File: config.mk
export PLATFORM = sky130hd
export DESIGN_NAME = conv_window_reader
export DESIGN_NICKNAME = d
export VERILOG_FILES = /design/src/rtl/conv_window_reader_pkg.sv /design/src/rtl/conv_window_reader_mac.sv /design/src/rtl/conv_window_reader.sv
export SDC_FILE = /design/constraint.sdc
export NUM_CORES = 1
export LEC_CHECK = 0
export ABC_CLOCK_PERIOD_IN_PS = 10600
export CAP_MARGIN = 20
export CORE_MARGIN = 2
export CORE_UTILIZATION = 40
export DETAILED_ROUTE_END_ITERATION = 10
export GPL_ROUTABILITY_DRIVEN = 1
export PLACE_DENSITY = 0.54
export SYNTH_ARGS = -nofsm -noshare
export SYNTH_HDL_FRONTEND = slang
export SYNTH_SLANG_ARGS = --single-unit
File: constraint.sdc
create_clock -name clk -period 10.6 [get_ports clk]
set_input_delay 2.12 -clock clk [delete_from_list [all_inputs] [get_ports clk]]
set_output_delay 2.12 -clock clk [all_outputs]
set_load 0.05 [all_outputs]
File: src/rtl/conv_window_reader_pkg.sv
// Shared definitions for the convolution window reader: memory map, FSM states, defaults.
// Addresses select matrix A (bit4 = 0) or filter B (bit4 = 1), with index row*4 + col.
package conv_window_reader_pkg;

    localparam int DW_DEF   = 8;
    localparam int ACCW_DEF = 20;

    localparam logic [4:0] A_BASE     = 5'd0;
    localparam logic [4:0] B_BASE     = 5'd16;
    localparam logic [4:0] ROW_STRIDE = 5'd4;

    typedef enum logic [2:0] {
        IDLE,
        LOADF,
        MAC,
        HOLD,
        DONE
    } state_t;

    function automatic logic [4:0] cell_addr(input logic [4:0] base,
                                             input logic [2:0] row,
                                             input logic [2:0] col);
        return base + 5'(row) * ROW_STRIDE + 5'(col);
    endfunction

endpackage

File: src/rtl/conv_window_reader_mac.sv
// One filter row per cycle: three unsigned DW x DW products summed into an ACCW accumulator.
// The clear input restarts the accumulation on the first row of a window.
module conv_row_mac
    import conv_window_reader_pkg::*;
#(
    parameter int DW   = DW_DEF,
    parameter int ACCW = ACCW_DEF
) (
    input  logic            clk,
    input  logic            rst,
    input  logic            en,
    input  logic            clear,
    input  logic [DW-1:0]   d1,
    input  logic [DW-1:0]   d2,
    input  logic [DW-1:0]   d3,
    input  logic [DW-1:0]   f1,
    input  logic [DW-1:0]   f2,
    input  logic [DW-1:0]   f3,
    output logic [ACCW-1:0] acc
);

    logic [2*DW-1:0] prod1, prod2, prod3;
    logic [ACCW-1:0] row_sum;
    logic [ACCW-1:0] acc_base;

    // ACCW is sized for nine full-scale products, so no saturation is required.
    always_comb begin
        prod1    = d1 * f1;
        prod2    = d2 * f2;
        prod3    = d3 * f3;
        row_sum  = ACCW'(prod1) + ACCW'(prod2) + ACCW'(prod3);
        acc_base = clear ? '0 : acc;
    end

    always_ff @(posedge clk or posedge rst) begin
        if (rst) begin
            acc <= '0;
        end else if (en) begin
            acc <= acc_base + row_sum;
        end
    end

endmodule

File: src/rtl/conv_window_reader.sv
// Reads the 3x3 filter, then computes the four 2x2-valid convolution windows over the 4x4 input
// and presents each result on a valid/ready handshake.
module conv_window_reader
    import conv_window_reader_pkg::*;
#(
    parameter int DW   = DW_DEF,
    parameter int ACCW = ACCW_DEF
) (
    input  logic            clk,
    input  logic            rst,
    input  logic            start,
    output logic [4:0]      address1,
    output logic [4:0]      address2,
    output logic [4:0]      address3,
    input  logic [DW-1:0]   mem_out1,
    input  logic [DW-1:0]   mem_out2,
    input  logic [DW-1:0]   mem_out3,
    output logic            busy,
    output logic            res_valid,
    input  logic            res_ready,
    output logic [ACCW-1:0] res_data,
    output logic [1:0]      res_idx,
    output logic            done
);

    state_t          state;
    logic [1:0]      k;
    logic [1:0]      w;
    logic [DW-1:0]   filt [3][3];
    logic [ACCW-1:0] acc;
    logic [2:0]      mac_row;
    logic [2:0]      mac_col;

    // Window w = 2*r + c, so r is w[1] and c is w[0].
    assign mac_row = 3'(w[1]) + 3'(k);
    assign mac_col = 3'(w[0]);

    always_comb begin
        address1 = '0;
        address2 = '0;
        address3 = '0;
        case (state)
            LOADF: begin
                address1 = cell_addr(B_BASE, 3'(k), 3'd0);
                address2 = cell_addr(B_BASE, 3'(k), 3'd1);
                address3 = cell_addr(B_BASE, 3'(k), 3'd2);
            end
            MAC: begin
                address1 = cell_addr(A_BASE, mac_row, mac_col);
                address2 = cell_addr(A_BASE, mac_row, mac_col + 3'd1);
                address3 = cell_addr(A_BASE, mac_row, mac_col + 3'd2);
            end
            default: ;
        endcase
    end

    conv_row_mac #(
        .DW   (DW),
        .ACCW (ACCW)
    ) u_mac (
        .clk   (clk),
        .rst   (rst),
        .en    (state == MAC),
        .clear (k == 2'd0),
        .d1    (mem_out1),
        .d2    (mem_out2),
        .d3    (mem_out3),
        .f1    (filt[k][0]),
        .f2    (filt[k][1]),
        .f3    (filt[k][2]),
        .acc   (acc)
    );

    // The accumulator only moves in MAC, so the held result is stable for the whole HOLD.
    assign res_data = res_valid ? acc : '0;
    assign res_idx  = res_valid ? w : 2'd0;

    always_ff @(posedge clk or posedge rst) begin
        if (rst) begin
            state     <= IDLE;
            k         <= '0;
            w         <= '0;
            busy      <= 1'b0;
            res_valid <= 1'b0;
            done      <= 1'b0;
            for (int i = 0; i < 3; i++) begin
                for (int j = 0; j < 3; j++) begin
                    filt[i][j] <= '0;
                end
            end
        end else begin
            done <= 1'b0;
            case (state)
                IDLE: begin
                    if (start) begin
                        state <= LOADF;
                        k     <= '0;
                        busy  <= 1'b1;
                    end
                end
                LOADF: begin
                    filt[k][0] <= mem_out1;
                    filt[k][1] <= mem_out2;
                    filt[k][2] <= mem_out3;
                    if (k == 2'd2) begin
                        state <= MAC;
                        k     <= '0;
                        w     <= '0;
                    end else begin
                        k <= k + 2'd1;
                    end
                end
                MAC: begin
                    if (k == 2'd2) begin
                        state     <= HOLD;
                        k         <= '0;
                        res_valid <= 1'b1;
                    end else begin
                        k <= k + 2'd1;
                    end
                end
                HOLD: begin
                    if (res_ready) begin
                        res_valid <= 1'b0;
                        if (w == 2'd3) begin
                            state <= DONE;
                            done  <= 1'b1;
                        end else begin
                            state <= MAC;
                            w     <= w + 2'd1;
                            k     <= '0;
                        end
                    end
                end
                DONE: begin
                    state <= IDLE;
                    busy  <= 1'b0;
                end
                default: begin
                    state <= IDLE;
                end
            endcase
        end
    end

endmodule
======== After elaboration in Yosys (flattened, before gate mapping) ========
Cells that the tools add are included.
word-level totals
  logic and storage cells ................. 101
  flip-flop bits (word level) ............. 102
  input port bits ......................... 28
cells by class
  bitwise logic cells ..................... 1
  mux-type cells .......................... 41
  $mul .................................... 3
  eq/ne operators ......................... 11
  reductions and logical operators ........ 13
  $add $sub $neg .......................... 14
  $lt $le $gt $ge ......................... 2
operator list
  cell                                                  count
  bitwise mux 72 bit                                    3
  demux 24 bit (select 2 bit)                           3
  2-to-1 mux 24 bit                                     3
  binary-select mux 24 bit (select 2 bit)               1
  multiplier 8 x 8 -> 16 bit                            3
  2-to-1 mux 20 bit                                     2
  one-hot mux 5 bit (2 select lines)                    3
  adder 20 x 16 -> 20 bit                               1
  adder 20 bit                                          1
  adder 16 x 16 -> 17 bit                               1
  2-to-1 mux 16 bit                                     1
  2-to-1 mux 2 bit                                      8
  2-to-1 mux 3 bit                                      5
  one-hot mux 3 bit (4 select lines)                    1
  AND reduction 4 bit                                   3
  inequality test 2 bit (second input constant)         5
  2-to-1 mux 8 bit                                      1
  equality test 3 x 2 -> 1 bit (second input constant)  2
  2-to-1 mux 1 bit                                      6
  one-hot mux 2 bit (3 select lines)                    1
  nonzero test 2 bit                                    3
  adder 5 x 1 -> 5 bit                                  1
  adder 5 x 1 -> 5 bit (second input constant)          1
  adder 5 x 2 -> 5 bit                                  1
  22 further kinds                                      25

======== Longest topological paths before layout ========
  depth after elaboration ................. 8
  gate-level depth with buffers ........... 39

======== Cells and area by module ========
Synthesis repeated with hierarchy kept, for this count alone.
second synthesis, totals
  cell total of the unflattened synthesis .. 1233
  area, all modules ....................... 12489.5 um^2
by module, submodules not included
  module              times used  seq. area each (um^2)  area an instance (um^2)  cells each
  conv_row_mac        1           500.5                  8335.5                   891
  conv_window_reader  1           2052.0                 4154.0                   342

======== Worst setup path before layout ========
No wires, ideal clock.
  path type ............................... input to register
  from .................................... input mem_out1[5]
  to ...................................... register u_mac.acc[19]
  stages .................................. 31
  data arrival time ....................... 10096 ps
  path slack .............................. 434 ps
  cell sequence ........................... clkbuf_1 nand2_1 fa_1 fa_1 fa_1 inv_1 fa_1 fa_1 fa_1 ha_1 o21a_1 o31ai_4 nand2_1 a21o_1 xor2_1 ha_1 inv_1 fa_1 fa_1 inv_1 fa_1 inv_1 fa_1 inv_1 ha_1 and3_2 o211ai_1 o21bai_4 a22oi_4 or3b_1 nand4_1
between the ends
  word-level cells in the longest chain between the ends .. 4
ends and longest elaborated chain
  what                        RTL line                      source
  start: declaration          conv_window_reader.sv:15      input logic [DW-1:0] mem_out1,
  multiplier 8 x 8 -> 16 bit  conv_window_reader_mac.sv:28  prod1 = d1 * f1;
  adder 16 x 16 -> 17 bit     conv_window_reader_mac.sv:31  row_sum = ACCW'(prod1) + ACCW'(prod2) + ACCW'(prod3);
  adder 20 x 16 -> 20 bit     conv_window_reader_mac.sv:31
  adder 20 bit                conv_window_reader_mac.sv:39  acc <= acc_base + row_sum;
  end signal: assignment      conv_window_reader_mac.sv:39
  end: declaration            conv_window_reader_mac.sv:19  output logic [ACCW-1:0] acc
Every way passes these cells.
A chain may end at the register's enable or synchronous reset.

======== Final worst setup path ========
  from .................................... input mem_out1[4]
  to ...................................... register u_mac.acc[19]
Same word-level chain as after synthesis.

==> run summary <==
Yosys warning total: 0
Synth area leaders: fa_1 26%, dfrtp_1 20%, ha_1 11%
CTS Hold Bufs: 0
Yosys reg bits: 102
Post-Route WL: 28200 um
Reg clk slew, reported paths: 0.09 ns
Gpl congestion: 0.837
Inst Count DP: 1825
Unrepaired setup endpoints after global routing: false
Slew at the pin with the worst max-slew slack: 1.07 ns
GRT Resource Usage Total: 0.181
FP Rows: 65
FMAX: 0.0973 GHz
CTS buffer count: 9
Max Slew Vio Count: 0
Synth Cell Area: 12600 um^2
Fraction of registers with async set/reset: 1.00
Slew HR: 0.278
Core region area: 31300 um^2
Dpl ws: -0.355 ns
Tmin final: 10.27 ns
Crit path capture type: flop
Share of cells above drive strength 1: 0.146
Mapped Nets: 1634
TritonRoute pass-1 iters: 4
Routed Antenna Nets: 0
Final hold viol count: 0
CTS tree: yes
Largest net degree at the start of global routing: 74
Dpl hpwl: 23000 um
Placed cell area: 14200 um^2
Largest area contributor in the netlist: fa_1
Iteration-0 DRC Markers: 297
Fin worst setup slack: 0.327 ns
Setup_tns: 0 ns
Post-Syn Instances: 1329
Nets: 1741
Residual DRC count: 0
R2R depth: 32
Fin cells: 1843
Clk root buf: clkbuf_16
CP max stage cell: fa_1
WP data arrival: 10.58 ns
Crit start category: input pin
Hold depth: 2
Number of enable flip-flop cells after synthesis: 0
Post-synth top area share: 0.255
Critical path's largest stage delay: 0.60 ns
# clock sinks: 102
Syn avg cell area: 9.50 um^2
Vias per cell: 4.98
Post-CTS setup buffer count: 0
Worst Path Required: 10.91 ns
Worst skew pair latency: 0.38 ns
Crit path max fanout: 11
Main synth FF type: dfrtp_1
Synth cell count leaders: 244 x inv_1, 162 x nand2_1, 161 x fa_1
Die Area: 33000 um^2
Max_cap viols: 0
Leading cell type by number of instances after synthesis: inv_1
Ant. Diodes: 0
Sequential fraction of the synthesis area: 0.202
Tcrit/Tclk final: 0.969
# IOs: 68
Hold crit path type: flop to flop
Die Wd: 182 um
Area grow syn2layout: 15.6%
Gr ovfl total: 0
Initial antenna violation count: 0
Wire per inst: 15.3 um
Most used cell, CP: fa_1
# setup viols final: 0
Port Buf Inserts: 66
Post-route cell area: 14600 um^2
First-pass GRT wire length: 47900 um
Total number of vias: 9180
Skew final: 0.0166 ns
Max Buffers Root-to-Sink: 2
Setup Crit Path Kind: input pin to flop
Distinct cell type count after synthesis: 63
Vias in the first global route: 9349
Initial core utilization: 0.403
H-tree depth: 3
Status: finished, final reports clean
Chip Height: 182 um
## layout make-up
type / count / area [um^2]
Clock buffer: 9 / 225
Fill cell: 3042 / 16700
Timing Repair Buffer: 159 / 1390
Multi-Input combinational cell: 920 / 8910
Clock inverter: 7 / 91.3
Sequential cell: 102 / 2550
Tap cell: 402 / 503
Inverter: 244 / 918
## critical path, delay by kind of cell
family,cells,cell delay (ns)
buf+inv,7,0.87
fa+ha+maj,13,5.82
compound gates,6,0.74
xor+xnor,1,0.15
simple gates,5,0.85
## what timing repair did
item	in CTS	in global routing
resized for setup	0	23
setup endpoints to repair	0	11
endpoints found under the hold margin	0	0
## cells by family (layout without fill, tap and decap cells)
kind of cell | Yosys count | count (layout) | synth area share
simple gates | 380 | 380 | 0.153
xor+xnor | 22 | 22 | 0.0153
fa+ha+maj | 277 | 277 | 0.370
compound gates | 140 | 140 | 0.0768
flops | 102 | 102 | 0.202
mux | 100 | 100 | 0.0865
buf+inv | 307 | 419 | 0.0962
other cells | 1 | 1 | 0.000297
## routing by layer
| layer | up-vias | global-route usage | wire [um] |
|---|---|---|---|
| li1 | 4402 | - | - |
| met1 | 4674 | 0.268 | 14300 |
| met2 | 90 | 0.289 | 13100 |
| met3 | 14 | 0.0217 | 587 |
| met4 | 0 | 0.0322 | 240 |
| met5 | - | 0 | 0 |
## per-stage QoR
step	hold WS, ns	util
finish	0.505	0.466
global route	0.518	0.466
CTS	0.511	0.463
detailed placement	0.486	0.453
global placement	0.474	0.453
floorplan	0.452	-
## path summary, 6_finish.rpt
path	start	end	slack, ns
hold / removal	u_mac.acc[1]	u_mac.acc[1]	0.51
max in group asynchronous	rst	filt[34]	7.18
hold reg to reg	u_mac.acc[1]	u_mac.acc[1]	0.51
setup reg to reg	k[0]	u_mac.acc[19]	0.86
min in group asynchronous	rst	u_mac.acc[9]	2.08
setup / recovery	mem_out1[4]	u_mac.acc[19]	0.33
## registers in the layout (all words and copies together), names as in the netlist
signal	count
w	2
busy	1
res_valid	1
filt	72
state	3
done	1
k	2
u_mac.acc	20
## layout by cell type, fill, tap and decap left out, drive strengths merged, types with 5 or more instances in the layout
cell type and n:
inv 247, nand2 162, fa 161, and2 147
ha 116, dfrtp 102, buf 91, mux2 73
clkdlybuf4s50 55, o21ai 33, a21oi 31, mux2i 27
nor2 25, o22ai 17, xnor2 11, xor2 11
dlymetal6s2s 11, clkbuf 11, nand3 10, a211oi 8
o31ai 7, a21o 7, nand2b 6, nand4 6
nor2b 6, a22oi 6, o21a 5, a22o 5
nor3 5, o21bai 5
Power is left out: the tool's default activity adds up to more than one toggle a clock period on the data nets, which glitch-free logic cannot reach.
